## src/rtl/vga_pkg.sv

```systemverilog
// Shared VGA definitions: default 640x480@60 timing, derived totals and the
// 16-entry 12-bit palette used to colour 4-bit sprite indices.
package vga_pkg;

  localparam int DEF_CLK_DIV  = 2;

  localparam int DEF_H_ACTIVE = 640;
  localparam int DEF_H_FP     = 16;
  localparam int DEF_H_SYNC   = 96;
  localparam int DEF_H_BP     = 48;

  localparam int DEF_V_ACTIVE = 480;
  localparam int DEF_V_FP     = 10;
  localparam int DEF_V_SYNC   = 2;
  localparam int DEF_V_BP     = 33;

  localparam int H_TOTAL = DEF_H_ACTIVE + DEF_H_FP + DEF_H_SYNC + DEF_H_BP;
  localparam int V_TOTAL = DEF_V_ACTIVE + DEF_V_FP + DEF_V_SYNC + DEF_V_BP;

  // {R4,G4,B4}, classic 16-colour set; index 0 is never drawn (background).
  localparam logic [11:0] PALETTE [0:15] = '{
    12'h000, 12'h00A, 12'h0A0, 12'h0AA,
    12'hA00, 12'hA0A, 12'hA50, 12'hAAA,
    12'h555, 12'h55F, 12'h5F5, 12'h5FF,
    12'hF55, 12'hF5F, 12'hFF5, 12'hFFF
  };

endpackage

```

## src/rtl/vga_timing_gen.sv

```systemverilog
// Pixel-tick divider plus horizontal/vertical scan counters, with the raw
// (unregistered) sync and active-area decodes of the current position.
module vga_timing_gen #(
  parameter int CLK_DIV  = 2,
  parameter int H_ACTIVE = 640,
  parameter int H_FP     = 16,
  parameter int H_SYNC   = 96,
  parameter int H_BP     = 48,
  parameter int V_ACTIVE = 480,
  parameter int V_FP     = 10,
  parameter int V_SYNC   = 2,
  parameter int V_BP     = 33
) (
  input  logic       CLK,
  input  logic       RST_N,
  output logic       tick_o,
  output logic       h_wrap_o,
  output logic [9:0] h_o,
  output logic [9:0] v_o,
  output logic       hsync_raw_o,
  output logic       vsync_raw_o,
  output logic       active_o
);

  localparam int LINE_TICKS  = H_ACTIVE + H_FP + H_SYNC + H_BP;
  localparam int FRAME_LINES = V_ACTIVE + V_FP + V_SYNC + V_BP;
  localparam int DIV_W       = (CLK_DIV > 1) ? $clog2(CLK_DIV) : 1;

  localparam logic [DIV_W-1:0] DIV_LAST = DIV_W'(CLK_DIV - 1);
  localparam logic [9:0] H_LAST   = 10'(LINE_TICKS - 1);
  localparam logic [9:0] V_LAST   = 10'(FRAME_LINES - 1);
  localparam logic [9:0] H_ACT    = 10'(H_ACTIVE);
  localparam logic [9:0] V_ACT    = 10'(V_ACTIVE);
  localparam logic [9:0] HS_START = 10'(H_ACTIVE + H_FP);
  localparam logic [9:0] HS_END   = 10'(H_ACTIVE + H_FP + H_SYNC);
  localparam logic [9:0] VS_START = 10'(V_ACTIVE + V_FP);
  localparam logic [9:0] VS_END   = 10'(V_ACTIVE + V_FP + V_SYNC);

  logic [DIV_W-1:0] div_q, div_d;
  logic [9:0]       h_q, h_d;
  logic [9:0]       v_q, v_d;
  logic             tick;
  logic             h_wrap;

  assign tick   = (div_q == DIV_LAST);
  assign h_wrap = (h_q == H_LAST);

  // Next-state for divider and scan position; line and frame wrap share one tick.
  always_comb begin
    // NOTE: every variable gets a default first so no path leaves it unassigned (no latch).
    div_d = tick ? '0 : div_q + DIV_W'(1);
    h_d   = h_q;
    v_d   = v_q;
    if (tick) begin
      if (h_wrap) begin
        h_d = '0;
        v_d = (v_q == V_LAST) ? '0 : v_q + 10'd1;
      end else begin
        h_d = h_q + 10'd1;
      end
    end
  end

  // Counter state; reset is asynchronous so a mid-frame reset restarts at (0,0) at once.
  always_ff @(posedge CLK or negedge RST_N) begin
    if (!RST_N) begin
      div_q <= '0;
      h_q   <= '0;
      v_q   <= '0;
    end else begin
      // NOTE: non-blocking so all registers update from pre-edge values together.
      div_q <= div_d;
      h_q   <= h_d;
      v_q   <= v_d;
    end
  end

  assign tick_o      = tick;
  assign h_wrap_o    = h_wrap;
  assign h_o         = h_q;
  assign v_o         = v_q;
  assign hsync_raw_o = !((h_q >= HS_START) && (h_q < HS_END));
  assign vsync_raw_o = !((v_q >= VS_START) && (v_q < VS_END));
  assign active_o    = (h_q < H_ACT) && (v_q < V_ACT);

endmodule

```

## src/rtl/score_scan_driver.sv

```systemverilog
// Scan-side driver for one 4-bit indexed sprite reader: issues the window
// request (is_in_pixel, hc, vc), samples the returned index and produces
// registered RGB and syncs, all one pixel tick behind the scan position.
module score_scan_driver
  import vga_pkg::*;
#(
  parameter int          CLK_DIV  = DEF_CLK_DIV,
  parameter int          H_ACTIVE = DEF_H_ACTIVE,
  parameter int          H_FP     = DEF_H_FP,
  parameter int          H_SYNC   = DEF_H_SYNC,
  parameter int          H_BP     = DEF_H_BP,
  parameter int          V_ACTIVE = DEF_V_ACTIVE,
  parameter int          V_FP     = DEF_V_FP,
  parameter int          V_SYNC   = DEF_V_SYNC,
  parameter int          V_BP     = DEF_V_BP,
  parameter int          SPR_X    = 0,
  parameter int          SPR_Y    = 0,
  parameter int          SPR_W    = 88,
  parameter int          SPR_H    = 20,
  parameter logic [11:0] BG_RGB   = 12'h000
) (
  input  logic        CLK,
  input  logic        RST_N,
  input  logic [3:0]  pixel,
  output logic [9:0]  hc,
  output logic [9:0]  vc,
  output logic        is_in_pixel,
  output logic        hsync,
  output logic        vsync,
  output logic        video_on,
  output logic [11:0] rgb,
  output logic        frame_start
);

  localparam logic [9:0] SPR_X10 = 10'(SPR_X);
  localparam logic [9:0] SPR_Y10 = 10'(SPR_Y);
  localparam logic [9:0] SPR_W10 = 10'(SPR_W);
  localparam logic [9:0] SPR_H10 = 10'(SPR_H);

  logic       tick;
  logic       h_wrap_unused;  // line-wrap strobe; frame start is decoded from h/v directly
  logic [9:0] h, v;
  logic       hsync_raw, vsync_raw, active;

  vga_timing_gen #(
    .CLK_DIV  (CLK_DIV),
    .H_ACTIVE (H_ACTIVE),
    .H_FP     (H_FP),
    .H_SYNC   (H_SYNC),
    .H_BP     (H_BP),
    .V_ACTIVE (V_ACTIVE),
    .V_FP     (V_FP),
    .V_SYNC   (V_SYNC),
    .V_BP     (V_BP)
  ) u_timing (
    .CLK         (CLK),
    .RST_N       (RST_N),
    .tick_o      (tick),
    .h_wrap_o    (h_wrap_unused),
    .h_o         (h),
    .v_o         (v),
    .hsync_raw_o (hsync_raw),
    .vsync_raw_o (vsync_raw),
    .active_o    (active)
  );

  // Window test via unsigned offset: a position left of/above the origin wraps
  // to a large offset and fails the width/height compare on its own.
  logic [9:0] x_off, y_off;
  logic       in_win;

  assign x_off  = h - SPR_X10;
  assign y_off  = v - SPR_Y10;
  assign in_win = (x_off < SPR_W10) && (y_off < SPR_H10) && active;

  assign is_in_pixel = in_win;
  assign hc          = in_win ? x_off : '0;
  assign vc          = in_win ? y_off : '0;

  logic        hsync_q, hsync_d;
  logic        vsync_q, vsync_d;
  logic        video_on_q, video_on_d;
  logic [11:0] rgb_q, rgb_d;
  logic        frame_start_q, frame_start_d;

  // Colour and sync values for the position currently being requested.
  always_comb begin
    hsync_d       = hsync_raw;
    vsync_d       = vsync_raw;
    video_on_d    = active;
    frame_start_d = tick && (h == '0) && (v == '0);
    rgb_d         = '0;
    if (active) begin
      if (in_win && (pixel != 4'd0)) rgb_d = PALETTE[pixel];
      else                           rgb_d = BG_RGB;
    end
  end

  // Output registers: capture on the tick that also advances h; frame_start lasts one CLK.
  always_ff @(posedge CLK or negedge RST_N) begin
    if (!RST_N) begin
      hsync_q       <= 1'b1;
      vsync_q       <= 1'b1;
      video_on_q    <= 1'b0;
      rgb_q         <= '0;
      frame_start_q <= 1'b0;
    end else begin
      frame_start_q <= frame_start_d;
      if (tick) begin
        hsync_q    <= hsync_d;
        vsync_q    <= vsync_d;
        video_on_q <= video_on_d;
        rgb_q      <= rgb_d;
      end
    end
  end

  assign hsync       = hsync_q;
  assign vsync       = vsync_q;
  assign video_on    = video_on_q;
  assign rgb         = rgb_q;
  assign frame_start = frame_start_q;

endmodule

```

## config.mk

```make
export PLATFORM = sky130hd
export DESIGN_NAME = score_scan_driver
export DESIGN_NICKNAME = d
export VERILOG_FILES = /design/src/rtl/vga_pkg.sv /design/src/rtl/vga_timing_gen.sv /design/src/rtl/score_scan_driver.sv
export SDC_FILE = /design/constraint.sdc
export NUM_CORES = 1
export LEC_CHECK = 0
export BUFFER_PORTS_ARGS = -buffer_cell sky130_fd_sc_hd__buf_2
export CAP_MARGIN = 20
export CORE_ASPECT_RATIO = 1.4
export CORE_MARGIN = 5
export CORE_UTILIZATION = 54
export CTS_CLUSTER_SIZE = 16
export DETAILED_ROUTE_END_ITERATION = 7
export GPL_ROUTABILITY_DRIVEN = 0
export MAX_ROUTING_LAYER = met4
export PLACE_DENSITY_LB_ADDON = 0.08
export SLEW_MARGIN = 15
export SYNTH_ARGS = -nofsm -noshare
export SYNTH_HDL_FRONTEND = slang
export SYNTH_HIERARCHICAL = 1
export SYNTH_SLANG_ARGS = --single-unit
```

## constraint.sdc

```tcl
create_clock -name CLK -period 1.96 [get_ports CLK]
set_input_delay 0.098 -clock CLK [delete_from_list [all_inputs] [get_ports CLK]]
set_output_delay 0.098 -clock CLK [all_outputs]
set_load 0.05 [all_outputs]
```

==> flow_summary.json, run 1 <==
{
  "status": "finished with violations",
  "violations": "negative setup slack",
  "worstSkewPairLatency_ps": 290,
  "grt_use_total": 0.219,
  "nets": 257,
  "fp.dieH_um": 80.4,
  "fin_crit_ps": 2080,
  "peakVddDrop_mv": 0.465,
  "antenna_left": 0,
  "drt_pass1_iterations": 4,
  "dp_hpwl_mm": 3.38,
  "netlist_instances": 192,
  "grt_busiest_layer": "met2",
  "grt_start_max_net_pins": 31,
  "grt_antenna_before_repair": 0,
  "coreArea_um2": 3410,
  "hold_viol_final": 0,
  "worst_pin_slew_ps": 670,
  "worst_slack_ps": -122,
  "slew_headroom": 0.553,
  "fin_util": 0.735,
  "path_max_fanout": 5,
  "grt_first_pass_wirelength_mm": 7.67,
  "dpl_cell_area_um2": 2220,
  "drc_errors": 0,
  "rows": 25,
  "n_antenna_cell": 0,
  "p_per_area_nw_per_um2": 492,
  "drt-initial-drc-count": 100,
  "htree_num_levels": 2,
  "worst_ep_required_time_ps": 1860,
  "area_delta_synth_final_pct": 31.0,
  "routed_wl_mm": 4.77,
  "layout-drive-gt1-share": 0.393,
  "end_kind": "primary output",
  "period_share": 1.06,
  "worstPathCellList": "buf_6 > nor4_4 > nand4_4 > nor3b_1 > buf_4",
  "hp-class": "in2reg",
  "clock.fmax_ghz": 0.480,
  "viasPerCell": 5.76,
  "clk_pin_slew_ps": 70,
  "maxCapViolCount": 0,
  "fin_area_um2": 2500,
  "num_vias": 1653,
  "crit_start": "u_timing/v_o[7]$_DFFE_PN0P_",
  "syn_area_um2": 1910,
  "cts_tree": "yes",
  "first_global_vias": 1516,
  "timing.setup.tns_ps": -977,
  "cp_slowest_stage_delay_ps": 400,
  "start_util": 0.561,
  "fill_cells": 251,
  "yosys_warnings": 6,
  "die_x_um": 60.3,
  "die_area_um2": 4850,
  "hp-start": "pixel[0]",
  "start_kind": "register",
  "io_pins": 43,
  "slew_violations": 0,
  "rr_startpoint": "u_timing/v_o[7]$_DFFE_PN0P_",
  "avgSynthCellArea_um2": 9.96,
  "cp_slowest_cell": "dfrtp_1",
  "cts.sinks": 30,
  "p_leak_nw": 1.19,
  "finalSetupViolCount": 12,
  "grt_use_met3": 0.0579,
  "cts-buffers-inserted": 5,
  "cts_root_buf": "clkbuf_8",
  "crit_arrival_ps": 1980,
  "skew_ps": 7.44,
  "clockBufferDepth": 2,
  "io_buffer_count": 34,
  "grt_util_met1": 0.240,
  "overflow": 0,
  "use_met2": 0.372,
  "pre_cts_slack_ps": 135,
  "rsz0062_at_grt": "true",
  "critical_path_class": "reg2out",
  "wl_per_cell_um": 16.6
}
==> cells in the final DEF (no fill, tap or decap), drive strengths merged, types with 4 or more instances in the layout <==
master / n
inv: 9
dfrtp: 28
nand2: 19
nor4: 7
nand4: 9
nor3b: 13
conb: 8
xnor2: 5
xor2: 4
buf: 60
nand3: 7
o21ai: 10
o31ai: 5
clkbuf: 7
ha: 5
nor2: 9
and3: 8
==> metrics by stage <==
step	instances	power [mW]	hold slack, ps
detailed placement	269	0.766	172
CTS	279	1.24	62.3
finish	287	1.23	69.2
global route	287	1.29	71.0
global placement	269	0.764	161
floorplan	199	0.755	-198
==> per-layer routing <==
metal | wire length [um] | part of all wire
met2 | 2580 | 0.54
met1 | 1760 | 0.37
met5 | 0 | 0
met4 | 124 | 0.026
met3 | 305 | 0.064
==> path summary, 6_finish.rpt <==
check | slack [ps] | cells after the start | endpoint
worst max-delay path | -120 | 5 | hc[0]
worst min-delay path | 70 | 3 | rgb[3]$_DFFE_PN0P_
worst max register to register | 70 | 7 | rgb[6]$_DFFE_PN0P_
worst min register to register | 500 | 2 | rgb[3]$_DFFE_PN0P_
max in group asynchronous | 1110 | 2 | u_timing/h_o[9]$_DFFE_PN0P_
min in group asynchronous | 380 | 2 | u_timing/tick_o$_DFF_PN0_
==> final cells by class <==
cell class	count	area (um^2)	area share
clock buffers	6	72.6	0.0290
multi-input cells	138	1090	0.435
clock inverters	2	10.0	0.00400
well taps	40	50.0	0.0200
repair buffers	62	494	0.197
inverters	9	33.8	0.0135
flip-flops and latches	30	754	0.301
==> worst max-delay path: cells and delay by family, from the launching register on <==
family                 cells  cell delay [ps]
DFF                        1              400
buffers and inverters      2              400
and+or+nand+nor            3              900
==> power by group <==
| part | total (mW) | switching [mW] | leakage (nW) | internal [mW] |
|---|---|---|---|---|
| registers | 0.630 | 0.00430 | 0.379 | 0.625 |
| logic | 0.126 | 0.108 | 0.769 | 0.0181 |
| clock network | 0.478 | 0.232 | 0.0450 | 0.245 |
==> what timing repair did <==
action                                  4_1_cts  5_1_grt
pin swaps                                     2        8
hold endpoints to repair                     28        0
endpoints found under the setup margin       13       13
hold buffers                                  1        0
setup buffers                                 1        7
gates cloned                                  0        1
gates resized for setup                      25        9
==> registers in the layout (all words and copies together) (netlist names) <==
register and count:
video_on 1, u_timing/v_o 10, rgb 5, u_timing/tick_o 1, hsync 1, frame_start 1
vsync 1, u_timing/h_o 10
Note: power is estimated with default switching activity, not from simulation.
==> inputs of run 2 (changes only) <==
CORE_UTILIZATION = 56   (was 54)
CTS_BUF_LIST = sky130_fd_sc_hd__clkbuf_8   (was not set)
==> run 2 against run 1 <==
  * The flow still finishes with violations (negative setup slack)
  * Worst hold slack worse by 7.7 ps
  * Total power is 4.7% higher
  * Routed wire length is 4.7% higher
  * Worst setup slack better by 2.2 ps
  * Combinational power hardly changed
  * Count of clock-buffer cells in the layout stayed put
  * Global-route usage is 1.5 points higher
  * Core utilization is 0.44 points higher
  * Die area is 3.1% lower
  * Critical endpoint is now vc[2]
  * Highest routed layer unchanged
==> flow_summary.json, run 2 (synthesized netlist as in run 1, its figures left out) <==
{
  "rr_startpoint": "u_timing/h_o[7]$_DFFE_PN0P_",
  "slew_headroom": 0.549,
  "grt_start_max_net_pins": 31,
  "finalSetupViolCount": 13,
  "p_leak_nw": 1.17,
  "p_per_area_nw_per_um2": 522,
  "start_util": 0.571,
  "worst_ep_required_time_ps": 1860,
  "place_inst": 267,
  "hp-class": "in2reg",
  "slew_violations": 0,
  "die_area_um2": 4700,
  "peakVddDrop_mv": 0.428,
  "min_to": "rgb[10]$_DFFE_PN0P_",
  "clockBufferDepth": 2,
  "grt_antenna_before_repair": 0,
  "status": "finished with violations",
  "dpl_cell_area_um2": 2210,
  "n_antenna_cell": 0,
  "coreArea_um2": 3350,
  "num_vias": 1652,
  "critical_path_class": "reg2out",
  "skew_ps": 5.19,
  "antenna_left": 0,
  "rows": 25,
  "drc_errors": 0,
  "ff2ff_setup_slack_ps": 150,
  "cts_root_buf": "clkbuf_8",
  "hp-start": "pixel[3]",
  "fp.dieH_um": 79.1,
  "hold_depth": 3,
  "cts-buffers-inserted": 5,
  "grt_first_pass_wirelength_mm": 8.07,
  "hold_viol_final": 0,
  "overflow": 0,
  "netSwitchingPower_mw": 0.366,
  "clock.fmax_ghz": 0.481,
  "viasPerCell": 5.90,
  "start_kind": "register",
  "layout-drive-gt1-share": 0.379,
  "path_max_fanout": 6,
  "rr_endpoint": "u_timing/v_o[3]$_DFFE_PN0P_",
  "seqPwrFrac": 0.488,
  "wl_per_cell_um": 17.8,
  "maxCapViolCount": 0,
  "grt_use_total": 0.233,
  "area_delta_synth_final_pct": 29.4,
  "period_share": 1.06,
  "nets": 250,
  "first_global_vias": 1633,
  "p_clk_frac": 0.415,
  "worst_pin_slew_ps": 676,
  "cts_tree": "yes",
  "timing.setup.tns_ps": -1100,
  "violations": "negative setup slack",
  "fin_area_um2": 2470,
  "p_int_mw": 0.925,
  "io_pins": 43,
  "p_sw_frac": 0.283,
  "clk_pin_slew_ps": 70,
  "worstSkewPairLatency_ps": 290,
  "routed_wl_mm": 4.99,
  "fin_cells": 280,
  "p_total_mw": 1.29,
  "layout_common_cells": "dfrtp_1 (28), buf_2 (21), nand2_1 (18)",
  "htree_num_levels": 2,
  "rsz0062_at_grt": "true",
  "drt_pass1_iterations": 4,
  "drt-initial-drc-count": 112,
  "worst_slack_ps": -120,
  "dp_hpwl_mm": 3.54,
  "die_x_um": 59.4,
  "combPwrFrac": 0.097,
  "mostFrequentLayoutCell": "dfrtp_1",
  "fin_hold_ws_ps": 61.5,
  "fin_crit_ps": 2080,
  "crit_arrival_ps": 1980,
  "end_kind": "primary output",
  "cts.sinks": 30,
  "io_buffer_count": 34,
  "r2r_cells": 5
}
[run 2: cell count changes in the layout (fill, tap and decap cells not counted), sizes merged]
cell and change:
buf -7, clkinv -1, clkinvlp +1
[run 2: cell type report]
cell class / count / area, um^2
Tap cell: 40 / 50.0
Sequential cell: 30 / 753
Inverter: 9 / 33.8
Timing Repair Buffer: 55 / 449
Clock inverter: 2 / 12.5
Clock buffer: 6 / 82.6
Fill cell: 239 / 873
Multi-Input combinational cell: 138 / 1090
[run 2: worst max path at each step]
stage	to	cells past startpoint	startpoint
detailed placement	hc[3]	8	u_timing/v_o[5]$_DFFE_PN0P_
CTS	hc[5]	6	u_timing/v_o[5]$_DFFE_PN0P_
global placement	hc[5]	8	u_timing/v_o[5]$_DFFE_PN0P_
floorplan	hc[0]	6	u_timing/v_o[5]$_DFFE_PN0P_
finish	vc[2]	6	u_timing/v_o[7]$_DFFE_PN0P_
global route	vc[2]	8	u_timing/v_o[5]$_DFFE_PN0P_
[run 2: through the flow]
step	util	setup slack [ps]
2_1_floorplan	-	-448
4_1_cts	0.714	-89.5
3_3_place_gp	0.659	182
5_1_grt	0.739	-197
6_report	0.739	-120
3_5_place_dp	0.659	139
[run 2: layer usage]
layer	track usage	wire length (um)
met1	0.250	1810
met2	0.411	2810
met3	0.0520	246
met4	0.0816	128
met5	-	0
[run 2: repair_timing]
item / 4_1_cts / 5_1_grt
endpoints found under the setup margin: 13 / 13
pin swaps: 2 / 8
endpoints found under the hold margin: 28 / 0
gates resized for setup: 26 / 8
setup buffers: 0 / 3
hold buffers: 1 / 0
gates cloned: 0 / 1
[run 2: power by group through the flow]
| stage | clock (mW) | combinational [mW] | sequential, mW |
|---|---|---|---|
| global placement | 0 | 0.124 | 0.640 |
| detailed placement | 0 | 0.125 | 0.641 |
| global route | 0.566 | 0.133 | 0.630 |
| floorplan | 0 | 0.0932 | 0.662 |
| finish | 0.536 | 0.126 | 0.629 |
| CTS | 0.540 | 0.127 | 0.629 |
[run 2: worst max-delay path, stage by stage (launching register included)]
cell and delay, ps:
dfrtp_1 400, buf_6 130, nor4_4 340, nand4_4 220, buf_12 210, nor3b_4 210
buf_6 190
==> inputs of run 3 (changes only) <==
HOLD_SLACK_MARGIN = 0.12   (was not set)
==> run 3 against run 2 <==
  * Sequential share of layout area shrank 0.49 points
  * Critical path depth is the same
  * Highest routed layer unchanged
  * Worst hold slack gained 310 ps
  * Critical path type unchanged
  * The run still ends with negative setup slack left
  * Clock power is essentially flat
  * Die area is the same
==> flow_summary.json, run 3 (synthesized netlist as in run 1, its figures left out) <==
{
  "dp_hpwl_mm": 3.54,
  "overflow": 0,
  "violations": "negative setup slack",
  "use_met2": 0.418,
  "worst_ep_required_time_ps": 1860,
  "worst_path_most_repeated_cell": "buf_6",
  "slew_headroom": 0.548,
  "layout-drive-gt1-share": 0.373,
  "maxCapViolCount": 0,
  "p_per_area_nw_per_um2": 517,
  "start_util": 0.571,
  "fin_crit_ps": 2080,
  "worst_pin_slew_ps": 678,
  "dpl_cell_area_um2": 2210,
  "status": "finished with violations",
  "finalSetupViolCount": 13,
  "crit_start": "u_timing/v_o[7]$_DFFE_PN0P_",
  "cp_slowest_stage_delay_ps": 400,
  "grt_antenna_before_repair": 0,
  "nets": 254,
  "grt_use_total": 0.237,
  "p_total_mw": 1.30,
  "coreArea_um2": 3350,
  "path_depth": 6,
  "num_vias": 1688,
  "cp_slowest_cell": "dfrtp_1",
  "clock.fmax_ghz": 0.480,
  "wl_per_cell_um": 18.0,
  "hold_viol_final": 0,
  "worst_slack_ps": -124,
  "ff2ff_setup_slack_ps": 140,
  "critPathBufInv": 3,
  "hp-class": "in2async",
  "p_leak_nw": 1.19,
  "cts-buffers-inserted": 5,
  "cts_root_buf": "clkbuf_8",
  "clockBufferDepth": 2,
  "worstPathCellList": "buf_6 > nor4_4 > nand4_4 > buf_12 > nor3b_4 > buf_6",
  "io_buffer_count": 34,
  "antenna_left": 0,
  "grt_first_pass_wirelength_mm": 8.18,
  "timing.setup.tns_ps": -1160,
  "place_inst": 267,
  "die_area_um2": 4700,
  "fin_util": 0.751,
  "layout_common_cells": "dfrtp_1 (28), buf_2 (21), nand2_1 (18)",
  "cts.sinks": 30,
  "die_x_um": 59.4,
  "path_max_fanout": 6,
  "grt_util_met1": 0.253,
  "viasPerCell": 5.94,
  "rr_endpoint": "u_timing/v_o[3]$_DFFE_PN0P_",
  "clk_pin_slew_ps": 70,
  "endpoint": "vc[2]",
  "io_pins": 43,
  "crit_family": "simple AND/OR/NAND/NOR gates",
  "fp.dieH_um": 79.1,
  "rows": 25,
  "start_kind": "register",
  "crit_arrival_ps": 1990,
  "peakVddDrop_mv": 0.426,
  "grt_start_max_net_pins": 31,
  "first_global_vias": 1671,
  "fill_cells": 234,
  "cts_tree": "yes",
  "slew_violations": 0,
  "drc_errors": 0,
  "critical_path_class": "reg2out",
  "grt_use_met3": 0.0520,
  "fin_cells": 284,
  "end_kind": "primary output",
  "rr_startpoint": "u_timing/h_o[1]$_DFFE_PN0P_",
  "worstSkewPairLatency_ps": 290,
  "routed_wl_mm": 5.12,
  "n_antenna_cell": 0,
  "r2r_cells": 5,
  "area_delta_synth_final_pct": 31.5,
  "drt_pass1_iterations": 4,
  "period_share": 1.06,
  "skew_ps": 5.16,
  "drt-initial-drc-count": 96,
  "grt_busiest_layer": "met2",
  "fin_area_um2": 2510,
  "mostFrequentLayoutCell": "dfrtp_1",
  "rsz0062_at_grt": "true",
  "htree_num_levels": 2
}
==> run 3: cell types whose count changed in the layout (fill, tap and decap cells not counted), sizes merged <==
cell	delta
dlygate4sd3	+4
==> run 3: through the flow <==
step                      setup WS (ps)  hold slack, ps
after floorplan                    -448            -198
after global placement              182             162
after detailed placement            139             174
after CTS                         -89.5             399
after global routing               -197             437
final                              -124             376
==> run 3: metal layers <==
metal	wire length [um]	share of wire
met1	1860	0.36
met2	2840	0.56
met5	0	0
met3	267	0.052
met4	142	0.028
==> run 3: worst register-to-register path: cells and delay by family (launching register included) <==
kind            cells  cell delay (ps)
fa+ha+maj           1              270
flops               1              430
compound gates      2              410
simple gates        2              610
==> run 3: layout make-up <==
| type | count | area, um^2 | area share |
|---|---|---|---|
| clock inverters | 2 | 12.5 | 0.00498 |
| clock buffers | 6 | 82.6 | 0.0329 |
| repair buffers | 59 | 489 | 0.195 |
| multi-input cells | 138 | 1090 | 0.435 |
| well taps | 40 | 50.0 | 0.0199 |
| flip-flops and latches | 30 | 753 | 0.300 |
| inverters | 9 | 33.8 | 0.0134 |
==> run 3: timing repair <==
item / 4_1_cts / 5_1_grt
pin swaps: 2 / 8
gates resized for setup: 26 / 8
buffers inserted: 0 / 3
hold endpoints to repair: 32 / 0
setup endpoints to repair: 13 / 13
hold buffers: 5 / 0
cloned: 0 / 1
==> run 3: where the power goes <==
| part | internal [mW] | switching (mW) |
|---|---|---|
| logic | 0.0233 | 0.109 |
| registers | 0.625 | 0.00434 |
| clock network | 0.282 | 0.256 |
==> run 3: how the worst min path moves through the flow <==
stage | from | slack, ps | cells past startpoint | to
floorplan | RST_N | -200 | 0 | frame_start$_DFF_PN0_
global placement | RST_N | 160 | 1 | u_timing/h_o[4]$_DFFE_PN0P_
detailed placement | RST_N | 170 | 1 | u_timing/h_o[4]$_DFFE_PN0P_
CTS | RST_N | 400 | 2 | u_timing/v_o[1]$_DFFE_PN0P_
global route | RST_N | 440 | 2 | u_timing/v_o[9]$_DFFE_PN0P_
finish | RST_N | 380 | 2 | u_timing/h_o[4]$_DFFE_PN0P_
